**config.mk**
```make
export PLATFORM = sky130hd
export DESIGN_NAME = fetch_unit
export DESIGN_NICKNAME = d
export VERILOG_FILES = /design/src/rtl/fetch_unit.sv
export SDC_FILE = /design/constraint.sdc
export NUM_CORES = 1
export LEC_CHECK = 0
export BUFFER_PORTS_ARGS = -buffer_cell sky130_fd_sc_hd__buf_2
export CORE_MARGIN = 2
export CORE_UTILIZATION = 57
export CTS_CLUSTER_DIAMETER = 50
export DETAILED_ROUTE_END_ITERATION = 7
export PLACE_DENSITY = 0.86
export SYNTH_ARGS = -nofsm -noshare
export SYNTH_HDL_FRONTEND = slang
export SYNTH_SLANG_ARGS = --single-unit
```
**constraint.sdc**
```tcl
create_clock -name clk -period 14.3 [get_ports clk]
set_clock_uncertainty 0.2 [all_clocks]
set_input_delay 2.86 -clock clk [delete_from_list [all_inputs] [get_ports clk]]
set_output_delay 2.86 -clock clk [all_outputs]
set_load 0.02 [all_outputs]
```
**src/rtl/fetch_unit.sv**
```systemverilog
// Instruction fetch stage: one outstanding imem request, PC sequencing/redirect, small in-order instruction FIFO.
// Optional retired-fetch counter port enabled by defining FETCH_PERF_CNT_EN.
module fetch_unit #(
  parameter int ADDR_W  = 32,
  parameter int DATA_W  = 32,
  parameter int DEPTH   = 2,
  parameter int PC_STEP = 4
) (
  input  logic              clk,
  input  logic              rst,
  input  logic [ADDR_W-1:0] pc_in,
  output logic [ADDR_W-1:0] pc_next,
  output logic              pc_ena,
  input  logic              redirect_valid,
  input  logic [ADDR_W-1:0] redirect_pc,
  output logic              imem_req,
  output logic [ADDR_W-1:0] imem_addr,
  input  logic              imem_gnt,
  input  logic              imem_rvalid,
  input  logic [DATA_W-1:0] imem_rdata,
  output logic              inst_valid,
  input  logic              inst_ready,
  output logic [DATA_W-1:0] inst_data,
  output logic [ADDR_W-1:0] inst_pc
`ifdef FETCH_PERF_CNT_EN
  ,
  output logic [31:0]       perf_fetch_cnt
`endif
);
  localparam int PTR_W = (DEPTH > 1) ? $clog2(DEPTH) : 1;
  localparam int CNT_W = PTR_W + 1;

  typedef enum logic {S_REQ, S_WAIT} state_e;

  typedef struct packed {
    logic [ADDR_W-1:0] pc;
    logic [DATA_W-1:0] data;
  } fifo_ent_t;

  state_e                    state;
  logic                      discard;
  logic [ADDR_W-1:0]         req_pc;
  fifo_ent_t [DEPTH-1:0]     mem;
  logic [PTR_W-1:0]          wr_ptr, rd_ptr;
  logic [CNT_W-1:0]          count;

  logic [ADDR_W-1:0]         pc_seq;
  logic                      grant, resp, push, pop;

  assign pc_seq    = pc_in + ADDR_W'(PC_STEP);
  assign imem_addr = pc_in;

  // Only REQ issues, and only while no request is in flight, so count alone bounds occupancy.
  assign imem_req = !rst && (state == S_REQ) && !redirect_valid && (count < CNT_W'(DEPTH));
  assign grant    = imem_req && imem_gnt;
  assign pc_ena   = !rst && (redirect_valid || grant);
  assign pc_next  = (!rst && redirect_valid) ? redirect_pc : pc_seq;

  assign resp       = (state == S_WAIT) && imem_rvalid;
  assign push       = resp && !discard && !redirect_valid;
  assign inst_valid = (count != '0);
  assign pop        = inst_valid && inst_ready;
  assign inst_data  = mem[rd_ptr].data;
  assign inst_pc    = mem[rd_ptr].pc;

  always_ff @(posedge clk or posedge rst) begin
    if (rst) begin
      state   <= S_REQ;
      discard <= 1'b0;
      req_pc  <= '0;
    end else begin
      case (state)
        S_REQ: begin
          if (grant) begin
            req_pc <= pc_in;
            state  <= S_WAIT;
          end
        end
        S_WAIT: begin
          // A response arriving with the redirect is dropped right here; otherwise mark it stale.
          if (imem_rvalid) begin
            state   <= S_REQ;
            discard <= 1'b0;
          end else if (redirect_valid) begin
            discard <= 1'b1;
          end
        end
      endcase
    end
  end

  always_ff @(posedge clk or posedge rst) begin
    if (rst) begin
      mem    <= '0;
      wr_ptr <= '0;
      rd_ptr <= '0;
      count  <= '0;
    end else if (redirect_valid) begin
      wr_ptr <= '0;
      rd_ptr <= '0;
      count  <= '0;
    end else begin
      if (push) begin
        mem[wr_ptr] <= '{pc: req_pc, data: imem_rdata};
        wr_ptr      <= wr_ptr + PTR_W'(1);
      end
      if (pop)
        rd_ptr <= rd_ptr + PTR_W'(1);
      count <= count + CNT_W'(push) - CNT_W'(pop);
    end
  end

`ifdef FETCH_PERF_CNT_EN
  always_ff @(posedge clk or posedge rst) begin
    if (rst)
      perf_fetch_cnt <= '0;
    else if (pop)
      perf_fetch_cnt <= perf_fetch_cnt + 32'd1;
  end
`endif

endmodule

```
Word level (Yosys, flattened, before mapping)

Cells that the tools add are included.
Widths: inputs -> output; s select.

Register bits: 166
Output and inout port bits: 131
Word-level logic and storage cells: 59

$add $sub $neg: 5
Magnitude comparators: 4
Mux-type cells: 16
Reduce and logical (&&, ||, !) cells: 22
Bitwise operators: 2

Operators with widths:

| cell                  | count |
|---|---|
| $mux 64               | 3 |
| $bwmux 128            | 1 |
| $demux 64 s1          | 1 |
| $add 32x3->32 const B | 1 |
| $mux 32               | 1 |
| $logic_and 1x1->1     | 11 |
| $mux 1                | 8 |
| $reduce_bool 2->1     | 4 |
| $reduce_and 2->1      | 3 |
| $lt 1x2->1 const B    | 2 |
| $logic_not 1->1       | 3 |
| $add 1x1->1 const B   | 2 |
| $add 2x1->2           | 1 |
| $lt 2x2->1 const B    | 1 |
| $mux 2                | 1 |
| $not 1->1             | 2 |
| $pmux 1 s2            | 1 |
| $sub 2x1->2           | 1 |
| $ge 1x1->1 const B    | 1 |
| $logic_or 1x1->1      | 1 |

Longest topological paths before layout

Gate-level depths: netlist of run 1.

Depth in word-level cells: 7
Mapped depth: 7

Least setup slack after synthesis of run 1

OpenSTA, ideal clock, no wires.

Path type: input-to-output
Start: input pc_in[2]
End: output pc_next[20]
Data required time: 11240 ps
Path buffers: 1
Data arrival time: 4335 ps
Setup slack: 6905 ps
Stages: 6
Path through: ha_1 and3_1 buf_2 nand3_1 or4_1 a31oi_1

Longest elaborated chain between the ends: 2

Ends and longest elaborated chain:

| element         | RTL line | source |
|---|---|---|
| start, declared | 11       | `input logic [ADDR_W-1:0] pc_in,` |
| $add 32x3->32   | 50       | `assign pc_seq = pc_in + ADDR_W'(PC_STEP);` |
| $mux 32         | 57       | `assign pc_next = (!rst && redirect_valid) ? redirect_pc : pc_seq;` |
| end, declared   | 12       | `output logic [ADDR_W-1:0] pc_next,` |

Every way passes these cells.

Worst setup path in the final report of run 1

Start: input pc_in[2]
End: output pc_next[24]

Same word-level chain as after synthesis.

==> impl_metrics.toml, run 1 <==
[run_status]
status = "complete, no violations"

[place]
dpl.hpwl_um = 13300
place_area_um2 = 9270
gp_congestion = 0.822
port_buffers = 232

[cts]
cts.sinks = 166
cts_buffers = 17
h-tree-depth = 4
cts_tree = "yes"
path_clk_slew_ns = 0.07
clkLatencyLatePin_ns = 0.42
clockRootBuffer = "clkbuf_16"
clockBufferDepth = 2
post-cts-setup-buffers = 0
postCtsHoldBufs = 0
cts_resized = 0

[power_and_ir_drop]
ir_drop_mv = 0.0860
p_leak_uw = 0.00489
power_per_cell_area_nw_per_um2 = 182

[sta]
fin_hold_ws_ns = 0.284
final.setup.tns_ns = 0
finalCriticalPeriod_ns = 7.83
slew_headroom_pct = 29.7
finalSetupViolations = 0
rsz0062_at_grt = "false"
max_freq_mhz = 128
drv_slew = 0
tightestPinTransition_ns = 1.05
finalCritPeriodShare_pct = 54.7
finalHoldViolations = 0

[logic_synthesis]
synth-edff-count = 0
yosysUniqueCellTypes = 39
synthCells = 647
ys_seq_elements = 166
seq_area_frac_synth_pct = 50.4
mappedNetlistArea_um2 = 8250
ys.warnings.count = 0
syn_area_per_cell_um2 = 12.7
syn-num-nets = 752
ys_async_sr_fraction_pct = 100
synth-main-ff-cell = "dfrtp_1"

[final_layout]
layout.nets = 943
fillers = 1011
fin_area_um2 = 9910
final_cell_mix = "buf_2, mux2_2, dfrtp_1"
num_antenna_cells = 0
final_common_cell = "buf_2"
drive_gt1_share_pct = 58.6
post-route-util_pct = 70.8
syn_to_final_growth_pct = 20.2

[setup_path]
worstRegToRegCells = 5
path_class = "input pin to primary output"
worst_setup_path_start_kind = "input pin"
cp_max_fo = 10
cp_data_arrival_time_ns = 4.77
worstReg2RegStart = "state"
reg2reg_to = "mem[24]"
regToRegSetupSlack_ns = 11.46
required_ns = 11.24
endpoint_kind = "primary output"

[min_path]
hold_end = "mem[56]"
whs_path_depth = 1
min_path_type = "flop to flop"
worst_hold_startpoint = "mem[56]"

[detailed_routing]
drt_wl_total_um = 19200
dr.pass1.iters = 4
drtAntennaViolNets = 0
drcViolationCount = 0
avgRoutedWirePerCell_um = 18.6
drtIter0Drc = 352
via_count = 5842
viasPerCell = 5.67

[global_route]
use_met3_pct = 5.46
antenna_found_initial = 0
grt_util_met2_pct = 41.1
grt_use_met1_pct = 33.3
grt_use_total_pct = 25.1
overflow = 0
grt_max_degree = 91
busiest_layer = "met2"
grt_pass1_wl_um = 31000
grt_pass1_vias = 5908

[floorplan]
die_w_um = 124
initial_core_util_pct = 59.0
rows = 43
top_level_ports = 233
core_area_um2 = 14000
die_h_um = 124
die_area_um2 = 15400

[run]
maxCapViolations = 0
critical path: stages:
cell and delay (ns):
buf_2 0.15, ha_1 0.22, and3_1 0.38, nand3_1 0.32
or4_1 0.47, a31oi_1 0.19, buf_2 0.19
logic make-up (layout without fill, tap and decap cells):
kind of cell               count (synthesis)  count (layout)  share of synthesized area [%]
muxes                                    224             224                           30.6
buffers and inverters                     70             274                           5.31
and+or+nand+nor                          121             121                           8.13
xor gates and xnor gates                  16              16                           1.70
AOI/OAI and AO/OA                         47              47                           3.46
adders and majority gates                  3               3                          0.455
DFF                                      166             166                           50.4
registers in the layout (all words and copies together), names as in the netlist:
signal and count:
mem 128, req_pc 32, count 2, discard 1
rd_ptr 1, state 1, wr_ptr 1
power by group:
group / switching [µW] / internal, µW
combinational: 318 / 289
sequential: 88.0 / 618
clock: 196 / 298
total: 602 / 1200
stage by stage:
stage / worst slack (ns) / std cells / total power (µW)
floorplan: 6.75 / 647 / 1130
global placement: 6.56 / 999 / 1300
detailed placement: 6.53 / 999 / 1320
CTS: 6.52 / 1031 / 1820
global route: 6.36 / 1031 / 1900
finish: 6.47 / 1031 / 1810
worst max-delay path by stage:
stage	start	to	slack, ns
6_report	pc_in[2]	pc_next[24]	6.47
5_1_grt	pc_in[2]	pc_next[22]	6.36
4_1_cts	pc_in[2]	pc_next[20]	6.52
3_5_place_dp	pc_in[2]	pc_next[24]	6.53
3_3_place_gp	pc_in[2]	pc_next[20]	6.56
2_1_floorplan	rst	count[0]	6.75
layer usage:
metal	up-vias	part of all wire, %	wire, µm
met5	-	0	0
met4	0	1.6	305
met3	29	5.5	1050
met2	207	49	9460
met1	2913	44	8340
li1	2693	-	-
synthesized netlist by cell type (all sizes together) (4+ instances only):
cell / n / area share, %
o31ai: 11 / 1.0
buf: 54 / 4.6
nand3: 11 / 0.73
mux2: 224 / 31
clkbuf: 13 / 0.59
or3: 5 / 0.38
or4: 11 / 1.0
o21ai: 16 / 0.97
dfrtp: 166 / 50
and2: 5 / 0.38
nor2: 25 / 1.2
xnor2: 8 / 0.85
xor2: 8 / 0.85
nand4: 11 / 1.0
a31oi: 15 / 1.1
and4: 7 / 0.77
a21oi: 4 / 0.24
nand2: 35 / 1.7
layout make-up:
| cell class | count | area (µm²) | area share (%) |
|---|---|---|---|
| Sequential cell | 166 | 4160 | 41.9 |
| Multi-Input combinational cell | 411 | 3660 | 36.9 |
| Timing Repair Buffer | 239 | 1210 | 12.2 |
| Clock buffer | 17 | 425 | 4.29 |
| Tap cell | 180 | 225 | 2.27 |
| Clock inverter | 15 | 214 | 2.16 |
| Inverter | 3 | 16.3 | 0.164 |
Note: power is estimated with default switching activity, not from simulation.
==> run 2: changes to the inputs <==
--- a/config.mk
+++ b/config.mk
@@ -7,10 +7,10 @@
 export LEC_CHECK = 0
 export BUFFER_PORTS_ARGS = -buffer_cell sky130_fd_sc_hd__buf_2
 export CORE_MARGIN = 2
-export CORE_UTILIZATION = 57
+export CORE_UTILIZATION = 48
 export CTS_CLUSTER_DIAMETER = 50
 export DETAILED_ROUTE_END_ITERATION = 7
-export PLACE_DENSITY = 0.86
+export PLACE_DENSITY = 0.77
 export SYNTH_ARGS = -nofsm -noshare
 export SYNTH_HDL_FRONTEND = slang
 export SYNTH_SLANG_ARGS = --single-unit
==> constraint.sdc (replaced) <==
create_clock -name clk -period 7.05 [get_ports clk]
set_clock_uncertainty 0.2 [all_clocks]
set_input_delay 1.41 -clock clk [delete_from_list [all_inputs] [get_ports clk]]
set_output_delay 1.41 -clock clk [all_outputs]
set_load 0.02 [all_outputs]
==> run 2 against run 1 <==
- flip-flop and latch count unchanged
- clock-buffer cell count is 1 higher
- critical path depth is the same
- non-clock buffer count shrank 2
- hold slack gained 0.0034 ns
- die area up 18%
- design area is 0.10% higher
- sequential share of layout area about the same
- register-to-register slack got worse by 7.5 ns
- worst setup slack lost 4.3 ns
- critical endpoint is now pc_next[22]
- largest cell class unchanged
- largest power group unchanged
==> impl_metrics.toml, run 2 (synthesis results as in run 1) <==
[power_and_ir_drop]
internal_power_uw = 2460
p_sw_uw = 1180
swShare_pct = 32.4
clock_power_share_pct = 27.0
combPwrFrac_pct = 33.1
ir_drop_mv = 0.168
p_leak_uw = 0.00486
power_per_cell_area_nw_per_um2 = 366
p_seq_share_pct = 39.9

[cts]
clockBufferDepth = 2
cts_tree = "yes"
cts.sinks = 166
postCtsHoldBufs = 0
post-cts-setup-buffers = 0
h-tree-depth = 4
cts_resized = 0
clkLatencyLatePin_ns = 0.42
path_clk_slew_ns = 0.07
cts_buffers = 17
clockRootBuffer = "clkbuf_16"

[setup_path]
cp_data_arrival_time_ns = 3.30
required_ns = 5.44
regToRegSetupSlack_ns = 4.00
worstReg2RegStart = "state"
worst_setup_path_start_kind = "input pin"
endpoint_kind = "primary output"
path_class = "input pin to primary output"
reg2reg_to = "mem[29]"
cp_max_fo = 10
worstRegToRegCells = 5

[sta]
rsz0062_at_grt = "false"
finalSetupViolations = 0
drv_slew = 0
max_freq_mhz = 203
finalCritPeriodShare_pct = 69.7
tightestPinTransition_ns = 1.14
finalCriticalPeriod_ns = 4.91
final.setup.tns_ns = 0
finalHoldViolations = 0
slew_headroom_pct = 23.7

[place]
gp_congestion = 0.804
place_area_um2 = 9310
dpl.hpwl_um = 13200
port_buffers = 232

[min_path]
worst_hold_startpoint = "mem[56]"
hold_end = "mem[56]"
min_path_type = "flop to flop"
whs_path_depth = 1

[global_route]
grt_use_total_pct = 21.5
grt_max_degree = 115
grt_pass1_wl_um = 30500
overflow = 0
antenna_found_initial = 0
grt_pass1_vias = 5878

[final_layout]
drive_gt1_share_pct = 58.2
reg_top3 = "mem (128), req_pc (32), count (2)"
final_cell_mix = "buf_2, mux2_2, dfrtp_1"
num_antenna_cells = 0
fin_area_um2 = 9920
final_common_cell = "buf_2"
max_flop_register = "mem"
layout.nets = 941
syn_to_final_growth_pct = 20.3
largest_reg_flops = 128
fillers = 1384

[run]
maxCapViolations = 0

[floorplan]
initial_core_util_pct = 49.4
core_area_um2 = 16700
die_w_um = 135
top_level_ports = 233
rows = 47
die_area_um2 = 18200
die_h_um = 135

[detailed_routing]
via_count = 5760
drtIter0Drc = 220
dr.pass1.iters = 4
drt_wl_total_um = 19300
avgRoutedWirePerCell_um = 18.1
drcViolationCount = 0
drtAntennaViolNets = 0
viasPerCell = 5.41

[run_status]
status = "complete, no violations"
## run 2: cell types whose count changed in the layout (fill, tap and decap cells not counted), sizes merged
cell	change
clkbuf	+1
inv	-8
clkinv	+2
bufinv	+1
buf	-2
## run 2: layout make-up
class	count	area (µm²)	share of cell area [%]
sequential	166	4160	41.9
timing repair buffer	237	1200	12.1
clock inverter	10	183	1.84
multi-input combinational	411	3660	36.9
clock buffer	18	429	4.33
tap	220	275	2.77
inverter	3	16.3	0.164
## run 2: worst max-delay path, cell delays in order
cell and delay (ns):
buf_2 0.14, ha_1 0.22, and3_1 0.39, nand3_1 0.31, or4_1 0.46, a31oi_1 0.18
buf_2 0.19
## run 2: worst max-delay path by stage
stage / from / end / slack, ns
2_1_floorplan: rst / count[0] / 0.95
3_3_place_gp: pc_in[2] / pc_next[22] / 2.17
3_5_place_dp: pc_in[2] / pc_next[22] / 2.16
4_1_cts: pc_in[2] / pc_next[20] / 2.16
5_1_grt: pc_in[2] / pc_next[22] / 1.94
6_report: pc_in[2] / pc_next[22] / 2.14
## run 2: power by group through the flow
| stage | Sequential (µW) | Clock (µW) | Combinational, µW |
|---|---|---|---|
| 6_report | 1450 | 980 | 1200 |
| 4_1_cts | 1450 | 1000 | 1220 |
| 2_1_floorplan | 1370 | 0 | 912 |
| 3_3_place_gp | 1450 | 0 | 1190 |
| 5_1_grt | 1500 | 1040 | 1290 |
| 3_5_place_dp | 1470 | 0 | 1210 |
## run 2: metrics by stage
stage	power, µW	setup WS, ns	utilization [%]	std cells	hold WS (ns)
final	3630	2.14	59.4	1065	0.287
after CTS	3670	2.16	59.4	1065	0.293
after global routing	3830	1.94	59.4	1065	0.310
after floorplan	2290	0.950	-	647	0.254
after detailed placement	2680	2.16	55.7	1037	0.277
after global placement	2640	2.17	55.7	1037	0.265
## run 2: metal layers
layer	share of wire (%)	global-route usage (%)	vias up	wire length (µm)
met5	0	0	-	0
met2	48	35.8	202	9310
met3	6.1	4.88	22	1180
li1	-	-	2676	-
met1	44	28.0	2860	8530
met4	1.5	7.06	0	294
